**src/rtl/relu_maxpool_2x2.sv**
```systemverilog
// rtl/relu_maxpool_2x2.sv - streaming 2x2 stride-2 signed max pool with half-width line buffer
// Optional output ReLU enabled by defining RELU_MAXPOOL_RELU_EN.
module relu_maxpool_2x2 #(
  parameter int DATA_W = 16,
  parameter int IMG_W  = 26,
  parameter int IMG_H  = 26
) (
  input  logic              clk,
  input  logic              rst,
  input  logic              in_valid,
  input  logic [DATA_W-1:0] in_data,
  output logic              out_valid,
  output logic [DATA_W-1:0] out_data,
  output logic              frame_done
);

  localparam int HALF_W = IMG_W / 2;
  localparam int COL_W  = (IMG_W > 1) ? $clog2(IMG_W) : 1;
  localparam int ROW_W  = (IMG_H > 1) ? $clog2(IMG_H) : 1;
  localparam int LB_AW  = (HALF_W > 1) ? $clog2(HALF_W) : 1;

  typedef enum logic {
    EVEN_ROW = 1'b0,
    ODD_ROW  = 1'b1
  } row_state_t;

  row_state_t        r_state;
  logic [COL_W-1:0]  r_col;
  logic [ROW_W-1:0]  r_row;
  logic [DATA_W-1:0] r_pair;
  logic              r_out_valid;
  logic [DATA_W-1:0] r_out_data;
  logic              r_frame_done;

  // Holds the horizontal max of each pair from the even row until the odd row consumes it.
  logic [DATA_W-1:0] r_linebuf [HALF_W];

  logic              w_col_last;
  logic              w_row_last;
  logic              w_odd_col;
  logic [LB_AW-1:0]  w_lb_idx;
  logic [DATA_W-1:0] w_hmax;
  logic [DATA_W-1:0] w_lb_rd;
  logic [DATA_W-1:0] w_vmax;
  logic [DATA_W-1:0] w_pool_out;

  assign w_col_last = (r_col == COL_W'(IMG_W - 1));
  assign w_row_last = (r_row == ROW_W'(IMG_H - 1));
  assign w_odd_col  = r_col[0];
  assign w_lb_idx   = LB_AW'(r_col >> 1);

  assign w_hmax  = ($signed(r_pair) > $signed(in_data)) ? r_pair : in_data;
  assign w_lb_rd = r_linebuf[w_lb_idx];
  assign w_vmax  = ($signed(w_lb_rd) > $signed(w_hmax)) ? w_lb_rd : w_hmax;

`ifdef RELU_MAXPOOL_RELU_EN
  assign w_pool_out = w_vmax[DATA_W-1] ? '0 : w_vmax;
`else
  assign w_pool_out = w_vmax;
`endif

  always_ff @(posedge clk or negedge rst) begin
    if (!rst) begin
      r_state      <= EVEN_ROW;
      r_col        <= '0;
      r_row        <= '0;
      r_pair       <= '0;
      r_out_valid  <= 1'b0;
      r_out_data   <= '0;
      r_frame_done <= 1'b0;
    end else begin
      r_out_valid  <= 1'b0;
      r_frame_done <= 1'b0;
      if (in_valid) begin
        if (w_col_last) begin
          r_col   <= '0;
          r_row   <= w_row_last ? '0 : r_row + 1'b1;
          r_state <= (r_state == EVEN_ROW) ? ODD_ROW : EVEN_ROW;
        end else begin
          r_col <= r_col + 1'b1;
        end

        if (!w_odd_col) begin
          r_pair <= in_data;
        end else if (r_state == ODD_ROW) begin
          r_out_data   <= w_pool_out;
          r_out_valid  <= 1'b1;
          r_frame_done <= w_row_last && w_col_last;
        end
      end
    end
  end

  // Contents are never reset: each entry is written on the even row before the odd row reads it.
  always_ff @(posedge clk) begin
    if (in_valid && w_odd_col && (r_state == EVEN_ROW)) begin
      r_linebuf[w_lb_idx] <= w_hmax;
    end
  end

  assign out_valid  = r_out_valid;
  assign out_data   = r_out_data;
  assign frame_done = r_frame_done;

endmodule

```
**config.mk**
```make
export PLATFORM = sky130hd
export DESIGN_NAME = relu_maxpool_2x2
export DESIGN_NICKNAME = d
export VERILOG_FILES = /design/src/rtl/relu_maxpool_2x2.sv
export SDC_FILE = /design/constraint.sdc
export NUM_CORES = 1
export LEC_CHECK = 0
export ABC_AREA = 0
export CAP_MARGIN = 20
export CORE_UTILIZATION = 33
export DETAILED_ROUTE_END_ITERATION = 10
export PLACE_DENSITY = 0.6
export REMOVE_ABC_BUFFERS = 1
export SKIP_LAST_GASP = 1
export SLEW_MARGIN = 40
export SYNTH_ARGS = -nofsm -noshare
export SYNTH_HDL_FRONTEND = slang
export SYNTH_SLANG_ARGS = --single-unit
```
**constraint.sdc**
```tcl
create_clock -name clk -period 5.85 [get_ports clk]
set_clock_uncertainty 0.15 [all_clocks]
set_input_delay 0.585 -clock clk [delete_from_list [all_inputs] [get_ports clk]]
set_output_delay 0.585 -clock clk [all_outputs]
set_load 0.05 [all_outputs]
```
# Yosys cells after proc, flatten, opt, wreduce, memory -nomap -nowiden
# Memory sizes are Yosys's and may differ from the RTL's.
# Index checks and enable logic that the tools add are counted.
[totals]
mem_count = 1
ff_bits = 45
elab_cells = 35
output_inout_bits = 18
ramBits = 208
in_bits = 19
[classes]
magnitude_cmp = 2
muxes = 13
eq_ne = 2
n_reduce_logical = 6
add_sub_neg = 2
bitwise_logic = 2
[memory_table]
columns = ["name", "words", "width", "read_ports", "rd_ports_with_merged_regs", "wr", "line_no", "rtl"]
rows = [
  ["r_linebuf", 13, 16, 1, 0, 1, "36", "logic [DATA_W-1:0] r_linebuf [HALF_W];"],
]
[ops]
columns = ["cell", "count"]
rows = [
  ["greater-than comparator 16 bit", 2],
  ["two-way mux 16 bit", 2],
  ["adder 5 x 1 -> 5 bit, second input constant", 2],
  ["equality test 5 bit, second input constant", 2],
  ["two-way mux 5 bit", 2],
  ["two-way mux 1 bit", 9],
  ["AND reduction 2 bit", 2],
  ["logical AND 1 bit", 3],
  ["AND reduction 3 bit", 1],
  ["inverter 1 bit", 2],
]

# Depth between registers and ports, before layout
# Gate-level depths: netlist (run 1).
[depth]
ltp_word = 5
ltp_mapped = 20
ltp_nobuf = 15

# Worst setup path after synthesis (run 1)
# Ideal clock, no wire load.
[synth_timing]
path_kind = "in2reg"
start = "in in_data[15]"
end = "reg r_out_data[5] (netlist: out_data[5])"
stages = 18
path_slack_ns = 1.637
arrival_ns = 3.938
path_buffers = 4
cell_sequence = "inv_1 ha_1 buf_4 nand4_4 or2_1 a211o_1 buf_2 a32oi_1 nor2_1 ha_1 nand4_1 nor4_2 o21ai_1 and4_1 buf_6 o31ai_4 buf_4 o21bai_1"
[synth_between]
elab_chain_cells = 4
[synth_rtl]
columns = ["element", "line_no", "rtl"]
rows = [
  ["start: declaration", "11", "input logic [DATA_W-1:0] in_data,"],
  ["greater-than comparator 16 bit", "52", "assign w_hmax = ($signed(r_pair) > $signed(in_data)) ? r_pair : in_data;"],
  ["two-way mux 16 bit *", "52", ""],
  ["greater-than comparator 16 bit", "54", "assign w_vmax = ($signed(w_lb_rd) > $signed(w_hmax)) ? w_lb_rd : w_hmax;"],
  ["two-way mux 16 bit *", "54", ""],
  ["end signal: assignment", "86", "r_out_data <= w_pool_out;"],
  ["end: declaration", "32", "logic [DATA_W-1:0] r_out_data;"],
]
# Mark *: on every way between the ends. The rest lies on a longest branch, timed or not.
# A chain may end at the register's enable or synchronous reset.

# Worst setup path in the final report (run 1)
[layout_timing]
start = "in in_data[15]"
end = "reg r_out_data[6] (netlist: out_data[6])"
# The elaborated chain is that of the path after synthesis.

==> results of run 1 <==
worst min-delay path by stage:
stage,depth (start not counted),end,startpoint
2_1_floorplan,0,frame_done$_DFF_PN0_,rst
3_5_place_dp,1,r_state$_DFFE_PN0P_,r_state$_DFFE_PN0P_
5_1_grt,1,r_state$_DFFE_PN0P_,r_state$_DFFE_PN0P_
4_1_cts,1,r_state$_DFFE_PN0P_,r_state$_DFFE_PN0P_
3_3_place_gp,1,r_state$_DFFE_PN0P_,r_state$_DFFE_PN0P_
6_report,1,r_state$_DFFE_PN0P_,r_state$_DFFE_PN0P_
layer usage:
metal	GRT usage, %	wire [microns]	vias to the layer above
li1	-	-	3112
met1	23.5	12700	3470
met2	23.0	12000	225
met3	2.43	1840	41
met4	3.35	553	0
met5	0	0	-
sequential cells by signal (all words and copies together), names as in the netlist:
| register | cells |
|---|---|
| r_col | 5 |
| out_data | 16 |
| frame_done | 1 |
| r_pair | 16 |
| r_linebuf | 208 |
| r_state | 1 |
| r_row | 5 |
| out_valid | 1 |
Yosys cell counts (25+ instances only):
master	instances	area, sq um
clkbuf_1	25	93.8
dfrtp_1	45	1130
edfxtp_1	208	6250
ha_1	36	450
inv_1	39	146
mux4_2	64	1440
nand2_1	97	364
nand3_1	25	125
nor2_1	34	128
o21ai_0	37	185
final cells by class:
class | count | area [sq um] | share of cell area (%)
clock buffer | 32 | 694 | 5.18
clock inverter | 17 | 159 | 1.18
inverter | 41 | 154 | 1.15
multi-input combinational | 428 | 3820 | 28.5
sequential | 253 | 7380 | 55.0
tap | 455 | 569 | 4.24
timing repair buffer | 69 | 638 | 4.76
worst register-to-register path, cell delays in order (launching register included):
cell and delay (ps):
dfrtp_1 440, ha_1 490, nand4_4 180, or4_1 870, nand3_1 200, a32oi_1 70
nor2_1 240, ha_1 220, nand4_1 180, nor4_2 340, o21ai_1 150, and4_1 440
o31ai_4 720, o21bai_1 130
per-stage QoR:
step | hold slack, ps | utilization [%]
after global placement | 342 | 36.2
final | 354 | 38.8
after global routing | 413 | 38.8
after detailed placement | 345 | 36.3
after CTS | 357 | 38.8
after floorplan | 139 | -
power groups by stage:
stage / registers (W) / clock network (W) / logic, W
floorplan: 0.00284 / 0 / 0.00158
global placement: 0.00278 / 0 / 0.00249
detailed placement: 0.00272 / 0 / 0.00264
CTS: 0.00269 / 0.00169 / 0.00264
global route: 0.00271 / 0.00176 / 0.00289
finish: 0.00268 / 0.00165 / 0.00263
kinds of logic after synthesis:
group | after synthesis | synth area share [%]
muxes | 67 | 12.7
and+or+nand+nor | 187 | 7.40
xor gates and xnor gates | 1 | 0.0757
AOI/OAI and AO/OA | 137 | 8.53
buffers and inverters | 86 | 3.62
adders and majority gates | 36 | 3.89
DFF | 253 | 63.7
==> summary.md, run 1 <==
| Metric | Value |
|---|---|
| Status | `finished, final reports clean` |
| Psw | `0.00257 W` |
| N_diodes | `0` |
| HPWL Detailed | `17000 microns` |
| Hold Buf Count CTS | `1` |
| Yosys reg bits | `253` |
| Worst Setup Start Kind | `input port` |
| Path depth of the worst reg2reg path | `13` |
| Final setup viols | `0` |
| Ys flop type | `edfxtp_1` |
| Cell depth of the worst setup path | `15` |
| Setup CP Type | `in -> reg` |
| Layout Area Growth over Synthesis | `16.0%` |
| P_int | `0.00440 W` |
| Post-Syn Instances | `767` |
| Drt total wl | `27100 microns` |
| Dpl cells | `1245` |
| Largest net degree at the start of global routing | `46` |
| DRC Markers | `0` |
| Post-route clock period utilization | `87.2%` |
| Slew Limit Fails | `0` |
| PwrDens | `519 mW/mm^2` |
| Clock root buffer | `clkbuf_16` |
| Comb power frac | `37.8%` |
| Switching Share | `36.8%` |
| Clock latency on the worst-skew pair | `550 ps` |
| Max cap viols | `0` |
| Setup TNS Final | `0 ps` |
| CTS tree | `yes` |
| Setup ws final | `749 ps` |
| Slew @ Worst Pin | `764 ps` |
| Worst slew margin | `49.1%` |
| Drt pass-1 iters | `5` |
| Most frequent cells in the layout | `208 x edfxtp_1, 97 x nand2_1, 64 x mux4_2` |
| CP delay by family, top | `simple AND/OR/NAND/NOR gates` |
| Post-route minimum period | `5100 ps` |
| Vias in the first global route | `6744` |
| CTS Buf Count | `27` |
| Critical path's slowest cell | `or4_1` |
| Fill cells | `3252` |
| Final Hold Viols | `0` |
| Final non-filler cell total | `1295` |
| Die Y | `189 microns` |
| Die X | `189 microns` |
| Ys async rst share | `17.8%` |
| Cell Chain, Critical Path | `clkdlybuf4s50_1 -> inv_1 -> ha_1 -> nand4_4 -> or4_1 -> nand3_1 -> a32oi_1 -> nor2_1 -> ha_1 -> nand4_1 -> nor4_2 -> o21ai_1 -> and4_1 -> o31ai_4 -> o21bai_1` |
| Die ar. | `0.0358 sq mm` |
| Unrepaired setup endpoints after global routing | `no` |
| DP Area | `0.0125 sq mm` |
| EDFF count, synth | `208` |
| Reg-to-reg slack, setup | `890 ps` |
| CTS Sinks | `253` |
| Ports | `37` |
| Nets | `875` |
| Clock power share | `23.7%` |
| Leak | `4.65 nW` |
| Core Rows | `68` |
| Buffers and inverters on the worst path | `2` |
| Total power | `0.00697 W` |
| Worst-path fanout max | `17` |
| Final antenna-violating net count | `0` |
| R2r endpoint | `out_data[6]$_DFFE_PN0P_` |
| Crit. End Element | `register` |
| Reg-to-reg startpoint | `r_pair[15]$_DFFE_PN0P_` |
| Core area | `0.0345 sq mm` |
| CP dominant cell by count | `ha_1` |
| Post-cts sizing count | `0` |
| Peak VDD IR | `287 uV` |
| CTS HTree Levels | `1` |
| DR vias/cell | `5.29` |
| Post-CTS Setup Bufs | `0` |
| Syn Area/Cell | `15.1 sq um` |
| First-pass GRT wire length | `41700 microns` |
| Critical path origin | `in_data[15]` |
| CP required | `6110 ps` |
| Clk buf depth | `3` |
| Initial antenna violation count | `0` |
| Slowest stage delay, CP | `870 ps` |
| IO Port Bufs | `36` |
| GRT overflow | `0` |
| Yosys warns | `0` |
| RePlAce Congestion | `0.839` |
| Post-synthesis sequential area ratio | `63.7%` |
| Number of distinct library cells after synthesis | `55` |
| CP arrival | `5360 ps` |
| Routed wire per std cell | `20.9 microns` |
| CP Capture Point | `out_data[6]$_DFFE_PN0P_` |
| Hold Path Class | `reg -> reg` |
| GRT Total Usage | `15.4%` |
| Place WS | `171 ps` |
| F_max | `0.196 GHz` |
| Commonest non-fill, non-tap cell in the layout | `edfxtp_1` |
| Post-Syn Area | `0.0116 sq mm` |
| Routed vias | `6848` |
| Worst-path clk slew | `60 ps` |
| Iteration-0 DRC Markers | `631` |
| Layout cell share with drive strength beyond 1 | `19.6%` |
| Seq pwr share | `38.5%` |
| Final Cell Area | `0.0134 sq mm` |
| Initial Util | `33.5%` |
No activity file was read; power rests on OpenSTA's default activity.
==> inputs of run 2 (changes only) <==
--- a/config.mk
+++ b/config.mk
@@ -7,6 +7,7 @@
 export LEC_CHECK = 0
 export ABC_AREA = 0
 export CAP_MARGIN = 20
+export CORE_MARGIN = 5
 export CORE_UTILIZATION = 33
 export DETAILED_ROUTE_END_ITERATION = 10
 export PLACE_DENSITY = 0.6
@@ -16,3 +17,4 @@
 export SYNTH_ARGS = -nofsm -noshare
 export SYNTH_HDL_FRONTEND = slang
 export SYNTH_SLANG_ARGS = --single-unit
+export TNS_END_PERCENT = 5
==> summary.md, run 2 (synthesis gave the netlist of run 1 again) <==
| Metric | Value |
|---|---|
| Status | `finished, final reports clean` |
| Worst-path fanout max | `16 (-1)` |
| Worst slew margin | `47.8% (-1.3 points)` |
| Dpl cells | `1243 (-0.16%)` |
| Seq pwr share | `38.0% (-0.5 points)` |
| Drt total wl | `27700 microns (+2.0%)` |
| Ports | `37 (unchanged)` |
| RePlAce Congestion | `0.840 (+0.13%)` |
| Worst hold stages | `1 (unchanged)` |
| CP delay by family, top | `simple AND/OR/NAND/NOR gates` |
| Die ar. | `0.0389 sq mm (+8.6%)` |
| Commonest non-fill, non-tap cell in the layout | `edfxtp_1` |
| First-pass GRT wire length | `42200 microns (+1.3%)` |
| Reg-to-reg startpoint | `r_pair[7]$_DFFE_PN0P_` |
| Setup TNS Final | `0 ps (unchanged)` |
| Max cap viols | `0 (unchanged)` |
| Post-route minimum period | `4830 ps (-275 ps)` |
| IO Port Bufs | `36 (unchanged)` |
| Path depth of the worst reg2reg path | `13 (unchanged)` |
| Routed vias | `6854 (+0.088%)` |
| Layout Area Growth over Synthesis | `16.0% (about the same)` |
| CP dominant cell by count | `ha_1` |
| CP arrival | `5070 ps (-290 ps)` |
| Biggest register | `r_linebuf` |
| Worst-path clk slew | `60 ps (about the same)` |
| Clock power share | `24.3% (+0.6 points)` |
| Comb power frac | `37.7% (about the same)` |
| Clock latency on the worst-skew pair | `550 ps (about the same)` |
| P_int | `0.00445 W (+1.0%)` |
| CTS HTree Levels | `1 (unchanged)` |
| DR vias/cell | `5.30 (+0.16%)` |
| Layout cell share with drive strength beyond 1 | `19.0% (-0.69 points)` |
| Post-cts sizing count | `0 (unchanged)` |
| Post-route clock period utilization | `82.5% (-4.7 points)` |
| Iteration-0 DRC Markers | `504 (-20%)` |
| Final non-filler cell total | `1294 (-0.077%)` |
| Die Y | `197 microns (+4.2%)` |
| GRT overflow | `0 (unchanged)` |
| Leak | `4.65 nW (about the same)` |
| Vias in the first global route | `6831 (+1.3%)` |
| Register area | `0.00738 sq mm (about the same)` |
| F_max | `0.207 GHz (+5.7%)` |
| Worst Hold End | `r_state$_DFFE_PN0P_` |
| Unrepaired setup endpoints after global routing | `no` |
| Final setup viols | `0 (unchanged)` |
| Most frequent cells in the layout | `208 x edfxtp_1, 97 x nand2_1, 64 x mux4_2` |
| Crit. End Element | `register` |
| Peak VDD IR | `265 uV (-7.6%)` |
| Slew @ Worst Pin | `781 ps (+17.2 ps)` |
| Initial Util | `33.5% (unchanged)` |
| Clock root buffer | `clkbuf_16` |
| CTS tree | `yes` |
| GRT Total Usage | `14.1% (-1.3 points)` |
| N_diodes | `0 (unchanged)` |
| Core area | `0.0345 sq mm (unchanged)` |
| Fill cells | `3201 (-1.6%)` |
| Nets | `874 (-0.11%)` |
| Clk buf depth | `3 (unchanged)` |
| Buffers and inverters on the worst path | `2 (unchanged)` |
| Hold Buf Count CTS | `1 (unchanged)` |
| CP required | `6090 ps (-20 ps)` |
| HPWL Detailed | `17300 microns (+2.0%)` |
| Worst Setup Start Kind | `input port` |
| Cell Chain, Critical Path | `clkdlybuf4s50_1 -> inv_1 -> ha_1 -> nand4_4 -> or4_1 -> nand3_1 -> a32oi_1 -> nor2_1 -> ha_1 -> nand4_1 -> nor4_2 -> o21ai_1 -> and4_1 -> o31ai_4 -> o21bai_1` |
| Core Rows | `68 (unchanged)` |
| Largest net degree at the start of global routing | `46 (unchanged)` |
| Slew Limit Fails | `0 (unchanged)` |
| Switching Share | `36.2% (-0.58 points)` |
| Setup CP Type | `in -> reg` |
| Die X | `197 microns (+4.2%)` |
| Final antenna-violating net count | `0 (unchanged)` |
| DRC Markers | `0 (unchanged)` |
| Initial antenna violation count | `0 (unchanged)` |
| Post-CTS Setup Bufs | `0 (unchanged)` |
| Slowest stage delay, CP | `860 ps (about the same)` |
| Reg-to-reg slack, setup | `1200 ps (+310 ps)` |
| Largest register FFs | `208 (unchanged)` |
| R2r endpoint | `out_data[8]$_DFFE_PN0P_` |
| CTS Buf Count | `27 (unchanged)` |
| PwrDens | `520 mW/mm^2 (about the same)` |
| Psw | `0.00253 W (-1.5%)` |
| Final Hold Viols | `0 (unchanged)` |
| Area of the multi-input gates | `0.00382 sq mm (unchanged)` |
| Worst hold start | `r_state$_DFFE_PN0P_` |
| Drt pass-1 iters | `5 (unchanged)` |
| CTS Sinks | `253 (unchanged)` |
| Hold Path Class | `reg -> reg` |
| Routed wire per std cell | `21.4 microns (+2.1%)` |
| Critical path's slowest cell | `or4_1` |
[run 2: how the worst max path moves through the flow]
stage                    startpoint                 endpoint  cells after the start
2_1_floorplan  r_col[1]$_DFFE_PN0P_  out_data[0]$_DFFE_PN0P_                      9
3_3_place_gp            in_data[14]  out_data[9]$_DFFE_PN0P_                     15
3_5_place_dp             in_data[7]  out_data[8]$_DFFE_PN0P_                     15
4_1_cts                  in_data[7]  out_data[8]$_DFFE_PN0P_                     15
5_1_grt                 in_data[15]  out_data[7]$_DFFE_PN0P_                     16
6_report                in_data[14]  out_data[8]$_DFFE_PN0P_                     15
[run 2: per-stage QoR]
step / setup WS, ps / utilization (%) / total power (W) / cell area (sq um) / hold WS (ps)
finish: 1020 / 38.8 / 0.00697 / 13400 / 362
CTS: 1090 / 38.8 / 0.00703 / 13400 / 359
global route: 705 / 38.8 / 0.00738 / 13400 / 391
floorplan: 537 / - / 0.00441 / 11300 / 139
detailed placement: 510 / 36.2 / 0.00531 / 12500 / 343
global placement: 549 / 36.2 / 0.00526 / 12500 / 348
[run 2: area by class of cell]
cell class	instances	share of cell area (%)
clock buffer	37	5.39
clock inverter	12	1.14
inverter	41	1.15
multi-input combinational	428	28.5
sequential	253	55.0
tap	455	4.24
timing repair buffer	68	4.64
[run 2: routing by layer]
| layer | vias to the layer above | wire length [microns] | GRT usage (%) |
|---|---|---|---|
| met5 | - | 0 | 0 |
| met4 | 0 | 644 | 3.65 |
| met3 | 38 | 1910 | 2.52 |
| met2 | 267 | 13500 | 23.4 |
| met1 | 3451 | 11700 | 19.3 |
| li1 | 3098 | - | - |
[run 2: power by group through the flow]
| stage | Combinational, W | Clock, W | Sequential, W |
|---|---|---|---|
| 5_1_grt | 0.00289 | 0.00182 | 0.00267 |
| 3_5_place_dp | 0.00260 | 0 | 0.00271 |
| 2_1_floorplan | 0.00158 | 0 | 0.00284 |
| 3_3_place_gp | 0.00250 | 0 | 0.00276 |
| 4_1_cts | 0.00261 | 0.00175 | 0.00268 |
| 6_report | 0.00263 | 0.00170 | 0.00265 |
==> inputs of run 3 (changes only) <==
==> constraint.sdc (replaced) <==
create_clock -name clk -period 4.6 [get_ports clk]
set_clock_uncertainty 0.15 [all_clocks]
set_input_delay 0.46 -clock clk [delete_from_list [all_inputs] [get_ports clk]]
set_output_delay 0.46 -clock clk [all_outputs]
set_load 0.05 [all_outputs]
==> summary.md, run 3 (synthesis gave the netlist of run 1 again) <==
| Metric | Value |
|---|---|
| Status | `finished, final reports clean` |
| Setup CP Type | `reg -> reg` |
| CTS Sinks | `253 (unchanged)` |
| Post-route clock period utilization | `93.0%` |
| F_max | `0.234 GHz` |
| Clk buf depth | `3 (unchanged)` |
| Die Y | `197 microns (unchanged)` |
| Final Hold Viols | `0 (unchanged)` |
| Worst-path clk slew | `60 ps (about the same)` |
| Routed wire per std cell | `20.9 microns (-2.4%)` |
| Iteration-0 DRC Markers | `610 (+21%)` |
| Unrepaired setup endpoints after global routing | `yes` |
| Biggest register | `r_linebuf` |
| N_diodes | `0 (unchanged)` |
| Die ar. | `0.0389 sq mm (unchanged)` |
| HPWL Detailed | `18300 microns (+5.6%)` |
| Layout cell share with drive strength beyond 1 | `24.4% (+5.5 points)` |
| P_int | `0.00593 W (+33%)` |
| Clock latency on the worst-skew pair | `550 ps (about the same)` |
| Ports | `37 (unchanged)` |
| Critical path origin | `r_col[1]$_DFFE_PN0P_` |
| Drt total wl | `28200 microns (+1.9%)` |
| Hold Path Class | `reg -> reg` |
| Worst slew margin | `50.2% (+2.4 points)` |
| DRC Markers | `0 (unchanged)` |
| Die X | `197 microns (unchanged)` |
| Post-CTS Setup Bufs | `0 (unchanged)` |
| Seq pwr share | `37.0% (-1.0 points)` |
| Worst Setup Start Kind | `register` |
| Final antenna-violating net count | `0 (unchanged)` |
| Initial Util | `33.5% (unchanged)` |
| Final setup viols | `0 (unchanged)` |
| First-pass GRT wire length | `43100 microns (+2.2%)` |
| Most frequent cells in the layout | `208 x edfxtp_1, 97 x nand2_1, 84 x buf_4` |
| Worst hold start | `r_state$_DFFE_PN0P_` |
| CP arrival | `4600 ps (-470 ps)` |
| Reg-to-reg startpoint | `r_col[1]$_DFFE_PN0P_` |
| Layout Area Growth over Synthesis | `20.1%` |
| Nets | `930 (+6.4%)` |
| PwrDens | `665 mW/mm^2 (+28%)` |
| Max cap viols | `0 (unchanged)` |
| Psw | `0.00331 W (+31%)` |
| Largest register FFs | `208 (unchanged)` |
| GRT Total Usage | `14.4% (+0.29 points)` |
| Slew @ Worst Pin | `745 ps (-35.6 ps)` |
| Hold slack | `374 ps (+11.5 ps)` |
| Clock root buffer | `clkbuf_16` |
| CTS Buf Count | `27 (unchanged)` |
| Core Rows | `68 (unchanged)` |
| Initial antenna violation count | `0 (unchanged)` |
| Post-route minimum period | `4280 ps` |
| Commonest non-fill, non-tap cell in the layout | `edfxtp_1` |
| Largest net degree at the start of global routing | `46 (unchanged)` |
| Switching Share | `35.8% (-0.44 points)` |
| Routed vias | `7116 (+3.8%)` |
| Leak | `4.93 nW (+6.1%)` |
| Drt pass-1 iters | `5 (unchanged)` |
| CP required | `4920 ps (-1170 ps)` |
| Core area | `0.0345 sq mm (unchanged)` |
| Clock power share | `24.1% (-0.2 points)` |
| IO Port Bufs | `36 (unchanged)` |
| DR vias/cell | `5.27 (-0.56%)` |
| Worst-path fanout max | `26 (+10)` |
| RePlAce Congestion | `0.867 (+3.2%)` |
| Slew Limit Fails | `0 (unchanged)` |
| Vias in the first global route | `7020 (+2.8%)` |
| Peak VDD IR | `321 uV (+21%)` |
| Comb power frac | `38.9% (+1.2 points)` |
| Crit. End Element | `register` |
| CTS tree | `yes` |
| CTS HTree Levels | `1 (unchanged)` |
| GRT overflow | `0 (unchanged)` |
| Setup TNS Final | `0 ps (unchanged)` |
==> run 3: changes by cell type in the layout (fill, tap and decap cells not counted), moves of 2 or more <==
cell        delta
clkinvlp_4     +2
clkbuf_1       -4
buf_4         +55
a2111oi_0      -2
==> run 3: worst paths after layout <==
check                                     endpoint  slack, ps  cells after the start
setup / recovery           out_data[1]$_DFFE_PN0P_        320                     12
hold / removal                 r_state$_DFFE_PN0P_        370                      1
setup reg to reg           out_data[1]$_DFFE_PN0P_        320                     12
hold reg to reg                r_state$_DFFE_PN0P_        370                      1
max in group asynchronous     r_col[1]$_DFFE_PN0P_       3420                      3
min in group asynchronous     r_row[4]$_DFFE_PN0P_        410                      3
==> run 3: layout make-up <==
class                      instances  area [sq um]
clock buffer                      32           694
clock inverter                    18           219
fill                            3172         20600
inverter                          41           154
multi-input combinational        428          3830
sequential                       253          7380
tap                              455           569
timing repair buffer             124          1060
==> run 3: stage by stage <==
| step | total power (W) | area (sq um) | utilization (%) | instances | setup WS (ps) |
|---|---|---|---|---|---|
| after floorplan | 0.00561 | 11300 | - | 722 | -713 |
| after global placement | 0.00700 | 13000 | 37.5 | 1300 | -70.0 |
| after detailed placement | 0.00707 | 13000 | 37.5 | 1300 | -125 |
| after CTS | 0.00932 | 13900 | 40.2 | 1351 | 306 |
| after global routing | 0.00978 | 13900 | 40.2 | 1351 | -4.43 |
| final | 0.00924 | 13900 | 40.2 | 1351 | 323 |
==> run 3: timing repair <==
item                       CTS  global route
setup endpoints to repair    0            16
hold buffers                 1             0
gates resized for setup      0             3
hold endpoints to repair    45             0
==> run 3: critical path, stage by stage, from the launching register on <==
cell and delay [ps]:
dfrtp_4 840, buf_4 300, mux4_2 520, mux4_2 510, ha_1 320, buf_4 110
nand4_1 120, nor4_2 210, o21ai_1 160, and4_1 270, buf_4 190, o41ai_1 330
o21bai_1 160
==> run 3: layer usage <==
metal	share of wire (%)	track usage, %	vias to the layer above
met2	46	22.4	249
met3	6.0	2.63	44
met4	2.4	3.60	0
met5	0	0	-
met1	46	21.0	3602
li1	-	-	3221
==> run 3: power by group through the flow <==
stage | Clock (W) | Sequential [W] | Combinational (W)
2_1_floorplan | 0 | 0.00361 | 0.00200
3_3_place_gp | 0 | 0.00347 | 0.00353
3_5_place_dp | 0 | 0.00347 | 0.00360
4_1_cts | 0.00229 | 0.00343 | 0.00361
5_1_grt | 0.00238 | 0.00346 | 0.00394
6_report | 0.00223 | 0.00342 | 0.00360
